==> src/rtl/pipe_controller.sv <==
// pipe_controller: EX-stage decode, WB control register, wrong-path squash and illegal counting.
// Optional multi-cycle M-extension stall is enabled by defining PIPE_CTRL_M_EXT_EN.
module pipe_controller #(
    parameter int unsigned MUL_LAT   = 2,
    parameter int unsigned DIV_LAT   = 8,
    parameter int unsigned ILL_CNT_W = 8
) (
    input  logic                 clk,
    input  logic                 rst_n,
    input  logic                 instr_valid,
    input  logic [6:0]           opcode,
    input  logic [2:0]           func3,
    input  logic [6:0]           func7,
    input  logic                 br_taken,
    output logic                 sel_opr_a,
    output logic                 sel_opr_b,
    output logic [4:0]           aluop,
    output logic [2:0]           imm_type,
    output logic [2:0]           br_type,
    output logic                 sel_pc,
    output logic                 stall,
    output logic                 flush,
    output logic                 rf_en_wb,
    output logic                 rd_en_wb,
    output logic                 wr_en_wb,
    output logic [1:0]           sel_wb_wb,
    output logic [2:0]           mem_type_wb,
    output logic                 illegal,
    output logic [ILL_CNT_W-1:0] ill_cnt
);

    localparam logic [6:0] OP_R      = 7'b0110011;
    localparam logic [6:0] OP_IMM    = 7'b0010011;
    localparam logic [6:0] OP_JALR   = 7'b1100111;
    localparam logic [6:0] OP_STORE  = 7'b0100011;
    localparam logic [6:0] OP_LOAD   = 7'b0000011;
    localparam logic [6:0] OP_JAL    = 7'b1101111;
    localparam logic [6:0] OP_LUI    = 7'b0110111;
    localparam logic [6:0] OP_AUIPC  = 7'b0010111;
    localparam logic [6:0] OP_BRANCH = 7'b1100011;
    localparam logic [6:0] F7_BASE   = 7'b0000000;
    localparam logic [6:0] F7_ALT    = 7'b0100000;

    localparam logic [4:0] ALU_ADD   = 5'd0;
    localparam logic [4:0] ALU_SUB   = 5'd1;
    localparam logic [4:0] ALU_SLL   = 5'd2;
    localparam logic [4:0] ALU_SLT   = 5'd3;
    localparam logic [4:0] ALU_SLTU  = 5'd4;
    localparam logic [4:0] ALU_XOR   = 5'd5;
    localparam logic [4:0] ALU_SRL   = 5'd6;
    localparam logic [4:0] ALU_SRA   = 5'd7;
    localparam logic [4:0] ALU_OR    = 5'd8;
    localparam logic [4:0] ALU_AND   = 5'd9;
    localparam logic [4:0] ALU_PASSB = 5'd10;

    localparam logic [2:0] IMM_I = 3'b000;
    localparam logic [2:0] IMM_J = 3'b001;
    localparam logic [2:0] IMM_U = 3'b010;
    localparam logic [2:0] IMM_B = 3'b011;
    localparam logic [2:0] IMM_S = 3'b100;

    localparam logic [1:0] WB_ALU  = 2'b00;
    localparam logic [1:0] WB_MEM  = 2'b01;
    localparam logic [1:0] WB_PC4  = 2'b10;
    localparam logic [1:0] WB_NONE = 2'b11;

    typedef struct packed {
        logic       sel_a;
        logic       sel_b;
        logic [4:0] alu;
        logic [2:0] imm;
        logic [2:0] br;
        logic       jump;
        logic       branch;
        logic       rf;
        logic       rd;
        logic       wr;
        logic [1:0] wb;
        logic [2:0] mem;
    } ex_ctrl_t;

    typedef struct packed {
        logic       rf;
        logic       rd;
        logic       wr;
        logic [1:0] wb;
        logic [2:0] mem;
    } wb_ctrl_t;

    localparam ex_ctrl_t EX_BUBBLE = '{sel_a: 1'b0, sel_b: 1'b0, alu: ALU_ADD, imm: IMM_I,
                                       br: 3'b000, jump: 1'b0, branch: 1'b0, rf: 1'b0,
                                       rd: 1'b0, wr: 1'b0, wb: WB_NONE, mem: 3'b000};
    localparam wb_ctrl_t WB_BUBBLE = '{rf: 1'b0, rd: 1'b0, wr: 1'b0, wb: WB_NONE, mem: 3'b000};

    ex_ctrl_t             ex_c;
    wb_ctrl_t             wb_q, wb_d;
    logic                 ill_c;
    logic                 kill_q;
    logic                 illegal_q;
    logic [ILL_CNT_W-1:0] ill_cnt_q, ill_cnt_d;
`ifdef PIPE_CTRL_M_EXT_EN
    logic                 m_op_c;
    logic                 div_op_c;
`endif

    // Effective EX decode: bubble when invalid, squashed or illegal.
    always_comb begin
        ex_c  = EX_BUBBLE;
        ill_c = 1'b0;
`ifdef PIPE_CTRL_M_EXT_EN
        m_op_c   = 1'b0;
        div_op_c = 1'b0;
`endif
        if (instr_valid && !kill_q) begin
            case (opcode)
                OP_R: begin
                    ex_c.rf = 1'b1;
                    ex_c.wb = WB_ALU;
                    case (func7)
                        F7_BASE: begin
                            case (func3)
                                3'b000:  ex_c.alu = ALU_ADD;
                                3'b001:  ex_c.alu = ALU_SLL;
                                3'b010:  ex_c.alu = ALU_SLT;
                                3'b011:  ex_c.alu = ALU_SLTU;
                                3'b100:  ex_c.alu = ALU_XOR;
                                3'b101:  ex_c.alu = ALU_SRL;
                                3'b110:  ex_c.alu = ALU_OR;
                                default: ex_c.alu = ALU_AND;
                            endcase
                        end
                        F7_ALT: begin
                            if (func3 == 3'b000)      ex_c.alu = ALU_SUB;
                            else if (func3 == 3'b101) ex_c.alu = ALU_SRA;
                            else                      ill_c = 1'b1;
                        end
`ifdef PIPE_CTRL_M_EXT_EN
                        7'b0000001: begin
                            // MUL..REMU occupy consecutive aluop codes starting at 11
                            m_op_c   = 1'b1;
                            div_op_c = func3[2];
                            ex_c.alu = 5'd11 + 5'(func3);
                        end
`endif
                        default: ill_c = 1'b1;
                    endcase
                end
                OP_IMM: begin
                    ex_c.sel_b = 1'b1;
                    ex_c.rf    = 1'b1;
                    ex_c.wb    = WB_ALU;
                    case (func3)
                        3'b000: ex_c.alu = ALU_ADD;
                        3'b001: begin
                            if (func7 == F7_BASE) ex_c.alu = ALU_SLL;
                            else                  ill_c = 1'b1;
                        end
                        3'b010: ex_c.alu = ALU_SLT;
                        3'b011: ex_c.alu = ALU_SLTU;
                        3'b100: ex_c.alu = ALU_XOR;
                        3'b101: begin
                            if (func7 == F7_BASE)     ex_c.alu = ALU_SRL;
                            else if (func7 == F7_ALT) ex_c.alu = ALU_SRA;
                            else                      ill_c = 1'b1;
                        end
                        3'b110:  ex_c.alu = ALU_OR;
                        default: ex_c.alu = ALU_AND;
                    endcase
                end
                OP_JALR: begin
                    ex_c.sel_b = 1'b1;
                    ex_c.jump  = 1'b1;
                    ex_c.rf    = 1'b1;
                    ex_c.wb    = WB_PC4;
                end
                OP_JAL: begin
                    ex_c.sel_a = 1'b1;
                    ex_c.sel_b = 1'b1;
                    ex_c.imm   = IMM_J;
                    ex_c.jump  = 1'b1;
                    ex_c.rf    = 1'b1;
                    ex_c.wb    = WB_PC4;
                end
                OP_LUI: begin
                    ex_c.sel_b = 1'b1;
                    ex_c.alu   = ALU_PASSB;
                    ex_c.imm   = IMM_U;
                    ex_c.rf    = 1'b1;
                    ex_c.wb    = WB_ALU;
                end
                OP_AUIPC: begin
                    ex_c.sel_a = 1'b1;
                    ex_c.sel_b = 1'b1;
                    ex_c.imm   = IMM_U;
                    ex_c.rf    = 1'b1;
                    ex_c.wb    = WB_ALU;
                end
                OP_BRANCH: begin
                    ex_c.sel_a  = 1'b1;
                    ex_c.sel_b  = 1'b1;
                    ex_c.imm    = IMM_B;
                    ex_c.branch = 1'b1;
                    case (func3)
                        3'b000:  ex_c.br = 3'b000;
                        3'b001:  ex_c.br = 3'b001;
                        3'b100:  ex_c.br = 3'b010;
                        3'b101:  ex_c.br = 3'b011;
                        3'b110:  ex_c.br = 3'b100;
                        3'b111:  ex_c.br = 3'b101;
                        default: ill_c = 1'b1;
                    endcase
                end
                OP_LOAD: begin
                    ex_c.sel_b = 1'b1;
                    ex_c.rd    = 1'b1;
                    ex_c.rf    = 1'b1;
                    ex_c.wb    = WB_MEM;
                    case (func3)
                        3'b000:  ex_c.mem = 3'b000;
                        3'b001:  ex_c.mem = 3'b001;
                        3'b010:  ex_c.mem = 3'b010;
                        3'b100:  ex_c.mem = 3'b011;
                        3'b101:  ex_c.mem = 3'b100;
                        default: ill_c = 1'b1;
                    endcase
                end
                OP_STORE: begin
                    ex_c.sel_b = 1'b1;
                    ex_c.imm   = IMM_S;
                    ex_c.wr    = 1'b1;
                    case (func3)
                        3'b000:  ex_c.mem = 3'b000;
                        3'b001:  ex_c.mem = 3'b001;
                        3'b010:  ex_c.mem = 3'b010;
                        default: ill_c = 1'b1;
                    endcase
                end
                default: ill_c = 1'b1;
            endcase
            if (ill_c) begin
                ex_c = EX_BUBBLE;
`ifdef PIPE_CTRL_M_EXT_EN
                m_op_c   = 1'b0;
                div_op_c = 1'b0;
`endif
            end
        end
    end

    assign sel_opr_a = ex_c.sel_a;
    assign sel_opr_b = ex_c.sel_b;
    assign aluop     = ex_c.alu;
    assign imm_type  = ex_c.imm;
    assign br_type   = ex_c.br;
    assign sel_pc    = ex_c.jump | (ex_c.branch & br_taken);
    assign flush     = sel_pc;

`ifdef PIPE_CTRL_M_EXT_EN
    localparam int unsigned LAT_MAX = (MUL_LAT > DIV_LAT) ? MUL_LAT : DIV_LAT;
    localparam int unsigned CNT_W   = $clog2(LAT_MAX + 1);

    logic [CNT_W-1:0] cnt_q, cnt_d;
    logic [CNT_W-1:0] lat_m1_c;
    logic             m_first_c;

    // Remaining EX cycles of a multi-cycle op; WB captures it when the count hits zero.
    always_comb begin
        lat_m1_c  = div_op_c ? CNT_W'(DIV_LAT - 1) : CNT_W'(MUL_LAT - 1);
        m_first_c = m_op_c && (cnt_q == '0) && (lat_m1_c != '0);
        cnt_d     = cnt_q;
        if (cnt_q != '0) begin
            cnt_d = cnt_q - CNT_W'(1);
        end else if (m_first_c) begin
            cnt_d = lat_m1_c;
        end
    end

    always_ff @(posedge clk or negedge rst_n) begin
        if (!rst_n) cnt_q <= '0;
        else        cnt_q <= cnt_d;
    end

    assign stall = rst_n & (m_first_c | (cnt_q > CNT_W'(1)));
`else
    logic unused_lat;
    assign unused_lat = ^{MUL_LAT, DIV_LAT};
    assign stall      = 1'b0;
`endif

    always_comb begin
        wb_d = WB_BUBBLE;
        if (!stall) begin
            wb_d = '{rf: ex_c.rf, rd: ex_c.rd, wr: ex_c.wr, wb: ex_c.wb, mem: ex_c.mem};
        end
        ill_cnt_d = ill_cnt_q;
        if (ill_c && !(&ill_cnt_q)) begin
            ill_cnt_d = ill_cnt_q + ILL_CNT_W'(1);
        end
    end

    always_ff @(posedge clk or negedge rst_n) begin
        if (!rst_n) begin
            wb_q      <= WB_BUBBLE;
            kill_q    <= 1'b0;
            illegal_q <= 1'b0;
            ill_cnt_q <= '0;
        end else begin
            wb_q      <= wb_d;
            kill_q    <= sel_pc;
            illegal_q <= ill_c;
            ill_cnt_q <= ill_cnt_d;
        end
    end

    assign rf_en_wb    = wb_q.rf;
    assign rd_en_wb    = wb_q.rd;
    assign wr_en_wb    = wb_q.wr;
    assign sel_wb_wb   = wb_q.wb;
    assign mem_type_wb = wb_q.mem;
    assign illegal     = illegal_q;
    assign ill_cnt     = ill_cnt_q;

endmodule

==> config.mk <==
export PLATFORM = sky130hd
export DESIGN_NAME = pipe_controller
export DESIGN_NICKNAME = d
export VERILOG_FILES = /design/src/rtl/pipe_controller.sv
export SDC_FILE = /design/constraint.sdc
export NUM_CORES = 1
export LEC_CHECK = 0
export CORE_MARGIN = 4
export CORE_UTILIZATION = 45
export CTS_CLUSTER_DIAMETER = 100
export DETAILED_ROUTE_END_ITERATION = 7
export GPL_TIMING_DRIVEN = 0
export PLACE_DENSITY_LB_ADDON = 0.05
export SKIP_CTS_REPAIR_TIMING = 1
export SLEW_MARGIN = 20
export SYNTH_ARGS = -nofsm -noshare
export SYNTH_HDL_FRONTEND = slang
export SYNTH_SLANG_ARGS = --single-unit
==> constraint.sdc <==
create_clock -name clk -period 2.82 [get_ports clk]
set_input_delay 0.282 -clock clk [delete_from_list [all_inputs] [get_ports clk]]
set_output_delay 0.282 -clock clk [all_outputs]
set_load 0.03 [all_outputs]
; ---- After elaboration in Yosys (flattened, before gate mapping)
; Index checks and enable logic that the tools add are counted.
[totals]
input_bits = 21
ff_bits = 18
elab_cells = 83
[classes]
n_mux = 38
eq_ne = 17
add_sub_neg = 1
n_bitwise = 2
reduce_logical = 17
[op_table]
columns = op, n
row1 = $pmux W4 S7, 2
row2 = $mux W23, 2
row3 = $eq A7 B6 Y1 const B, 4
row4 = $pmux W3 S4, 2
row5 = $eq A7 B7 Y1 const B, 3
row6 = $mux W1, 17
row7 = $mux W3, 5
row8 = $pmux W3 S5, 1
row9 = $pmux W5 S3, 1
row10 = $eq A7 B5 Y1 const B, 2
row11 = $eq A3 B3 Y1 const B, 4
row12 = $add A8 B1 Y8 const B, 1
row13 = $pmux W4 S2, 1
row14 = $reduce_and A8 Y1, 1
row15 = $reduce_or A4 Y1, 2
row16 = $reduce_or A8 Y1, 1
row17 = $eq A7 B2 Y1 const B, 1
row18 = $logic_not A7 Y1, 1
row19 = $reduce_or A7 Y1, 1
row20 = $eq A3 B2 Y1 const B, 2
row21 = $pmux W1 S6, 1
row22 = $pmux W2 S3, 1
row23 = $pmux W3 S2, 1
row24 = $reduce_or A3 Y1, 2
row25 = other kinds (12), 16

; ---- Depth between registers and ports, before layout
[logic_depth]
ltp_word = 10
ltp_mapped = 9
depth_no_buf = 6

; ---- Worst setup path before layout
; Ideal clock, no wire load.
[synth_path]
path_kind = input port to output port
from = input port opcode[4]
to = output port sel_pc
setup_slack_ns = 0.275
path_buffers = 2
stages = 8
arrival_time_ns = 2.263
path_cell_list = clkbuf_1 -> nand2b_4 -> a21oi_1 -> o311ai_2 -> nor3_1 -> nand3_1 -> nor2_1 -> buf_4
[synth_via]
elab_chain_len = 8
word_cells_on_any_way = 19
classes_between = eq/ne (9) / mux (6) / bitwise (2) / reduce/logical (2)
[synth_rtl]
columns = item, line_no
row1 = start: declaration, 11  ; input logic [6:0] opcode,
row2 = "$eq A7 B5 Y1, or another cell as far along", 115  ; case (opcode)
row3 = $reduce_or A4 Y1 (no line), -
row4 = $pmux W1 S6, 115
row5 = $mux W1, 114  ; if (instr_valid && !kill_q) begin
row6 = $mux W23 (*), 240  ; if (ill_c) begin
row7 = $mux W23 (*), 114
row8 = $and A1 B1 Y1, 255  ; assign sel_pc = ex_c.jump | (ex_c.branch & br_taken);
row9 = $or A1 B1 Y1 (*), 255
row10 = end: declaration, 20  ; output logic sel_pc,
; Every way passes the cells marked *; elsewhere a longest branch is shown, timed or not. The select of a mux whose other input is x is not followed.

==> flow_summary.yaml <==
routing:
  wire_per_inst_um: 14.37
  via_per_inst: 5.379
  ant_nets: 0
  drc: 0
  drt_wl_total_um: 4024
  num_vias: 1506
  first_pass_iters: 4
  drt-initial-drc-count: 78
floorplanning:
  row_count: 20
  start_util: 0.4837
  fp.dieW_um: 66.22
  die_h_um: 66.22
  core_area_sq_um: 3153
  ios: 54
  die-area_sq_um: 4385
sta:
  rsz0062_at_grt: "yes"
  final_hold_viol_count: 0
  worst_pin_slew_ns: 0.7751
  setup_viol: 0
  finalMaxSlewViolations: 0
  slew-limit-headroom: 0.4816
  tns_ns: 0
  clock_skew_ns: 0.009338
  clock.fmax_mhz: 358.9
  finalCritPeriodShare: 0.9881
  layout_min_cycle_time_ns: 2.786
final_layout:
  drive_gt1_frac: 0.2542
  final_util: 0.6655
  fillCellCount: 304
  seqCellArea_sq_um: 452.9
  final_nets: 259
  num_antenna_cells: 0
  final_cells: 280
  multi_input_area_sq_um: 914.6
  syn_to_final_growth_pct: 37.57
outcome:
  status: "completed"
global_routing:
  gr-usage-met3: 0.02381
  grt_pass1_wl_um: 6706
  grt_pass1_vias: 1451
  antenna_found_initial: 0
  grt_util_met1: 0.2388
  busiest_layer: "met2"
  gr-usage-met2: 0.3457
  grt_max_degree: 19
  grt_use_total: 0.1922
  overflow: 0
power:
  ir_drop_v: 0.0002813
  p_comb_frac: 0.448
  power.density_nw_per_um2: 443.0
  p_leak_nw: 0.9202
  internal_power_mw: 0.5715
  fin_total_pwr_mw: 0.9296
  switching_share: 0.3852
  p_seq_frac: 0.389
  p_sw_mw: 0.3581
  clockPowerShare: 0.163
synth:
  ys_warn_count: 0
  netlist_area_sq_um: 1525
  yosys.cell_types.count: 44
  ys.flop_type: "dfrtp_1"
  synth_area_leaders: "dfrtp_1 26%, buf_4 6.9%, nor3_1 5.9%"
  synthTopCellsByCount: "19 x nor2_1, 18 x nor3_1, 16 x dfrtp_1, 16 x nand2_1"
  synth_most_common_cell: "nor2_1"
  synth.avg_cell_area_sq_um: 8.156
  synthArstFlopShare: 1.000
  syn-instance-count: 187
  synth_top_area_frac: 0.2625
  synth_seq_cells: 18
  ys_seq_area_frac: 0.2970
  synth_edf_count: 0
  synth.largest_area_cell: "dfrtp_1"
setup_path:
  worst_path_largest_cell_delay_ns: 0.58
  cp_slowest_cell: "or4_4"
  arrival_ns: 2.50
  cp_cell_sequence: "clkdlybuf4s50_1 > or4_4 > o41ai_4 > a22oi_2 > nand2_2 > nand2_4 > nor3_1 > buf_4 > buf_4"
  critPathKind: "input port to primary output"
  crit_fanout: 11
  cp-end-kind: "primary output"
  cp_common_cell: "buf_4"
  required_ns: 2.54
  crit_path_start_kind: "input port"
place:
  numPortBuffers: 45
  dp_hpwl_um: 3180
  gp_congestion: 0.9193
  place_inst: 277
cts:
  tritoncts: "done"
  cts_buffers: 3
  htreeDepth: 1
  clk_pin_slew_ns: 0.09
  clock_sinks: 18
  clkLatencyLatePin_ns: 0.29
  cts-root-buf: "clkbuf_4"
  cts.path.max_buffers: 2
run:
  cap_violations: 0
worst_hold_path:
  worstHoldPathType: "input port to register"
==> cell type report <==
cell class              count  area share
plain buffers              24     0.09243
clock buffers               4     0.01729
well taps                  44     0.02624
repair buffers             45      0.2016
inverters                   6     0.01073
flip-flops and latches     18      0.2159
multi-input cells         139      0.4359
==> power by group through the flow <==
stage	Sequential, mW	Clock, mW	Combinational (mW)
3_5_place_dp	0.366	0	0.411
6_report	0.362	0.152	0.417
2_1_floorplan	0.450	0	0.163
5_1_grt	0.370	0.169	0.449
4_1_cts	0.361	0.156	0.412
3_3_place_gp	0.361	0	0.402
==> stage by stage <==
step / hold WS [ns] / cell area (sq um) / setup WS [ns]
after floorplan: -0.01359 / 1529 / 0.2750
after global placement: 0.4708 / 2034 / -0.6368
after CTS: 0.3041 / 2071 / -0.7222
final: 0.3196 / 2098 / 0.03364
after global routing: 0.3219 / 2098 / -0.1172
after detailed placement: 0.4904 / 2034 / -0.7056
==> layout by cell type (no fill, tap or decap), types with 2 or more instances in the layout <==
master           Yosys  final
clkdlybuf4s50_1      0     31
nor2_1              19     19
buf_4               14     19
dfrtp_1             16     16
nor3_1              18     15
nand2_1             16     14
a21oi_1             14     14
o21ai_0             11     11
xor2_1               9      9
nand3_1              8      7
inv_1                6      6
clkbuf_2             0      5
buf_6                4      4
nor4_1               4      4
dlymetal6s2s_1       0      4
clkbuf_8             2      3
clkbuf_1             4      3
nor3_2               1      3
nor4b_1              4      3
clkbuf_4             0      3
or2b_2               2      2
or2_1                2      2
nor2b_1              2      2
or2_2                2      2
a211oi_1             2      2
a22oi_1              3      2
mux2_4               2      2
conb_1               1      2
dfstp_2              2      2
==> routing by layer <==
layer  wire length (um)  part of all wire
met5                  0                 0
met4                 61             0.015
met3                212             0.053
met2               2065              0.51
met1               1685              0.42
==> worst max-delay path: cells and delay by family <==
family / cells / cell delay (ns)
compound gates: 2 / 0.52
buf+inv: 3 / 0.67
simple gates: 4 / 1.03
==> sequential cells by signal, summed over array words and instances, names as in the netlist <==
register     cells
ill_cnt          8
illegal          1
kill_q           1
mem_type_wb      3
rd_en_wb         1
rf_en_wb         1
sel_wb_wb        2
wr_en_wb         1
==> worst paths after layout <==
path / to / cells after the start / slack [ns] / start
setup / recovery: aluop[0] / 9 / 0.03 / func7[1]
hold / removal: wr_en_wb$_DFF_PN0_ / 3 / 0.32 / opcode[5]
setup reg to reg: ill_cnt[1]$_DFFE_PN0P_ / 5 / 1.06 / ill_cnt[2]$_DFFE_PN0P_
hold reg to reg: ill_cnt[4]$_DFFE_PN0P_ / 1 / 0.50 / ill_cnt[4]$_DFFE_PN0P_
max in group asynchronous: rf_en_wb$_DFF_PN0_ / 1 / 1.89 / rst_n
min in group asynchronous: ill_cnt[4]$_DFFE_PN0P_ / 1 / 0.44 / rst_n
==> cell families (layout without fill, tap and decap cells) <==
logic type / Yosys count / count (layout) / share of synthesized area
other: 1 / 2 / 0.002459
and+or+nand+nor: 87 / 87 / 0.3085
xor gates and xnor gates: 9 / 9 / 0.05168
muxes: 2 / 2 / 0.01969
buffers and inverters: 31 / 79 / 0.1444
adders and majority gates: 1 / 1 / 0.008202
DFF: 18 / 18 / 0.2970
AOI/OAI and AO/OA: 38 / 38 / 0.1682
(Power assumes the default switching activity.)
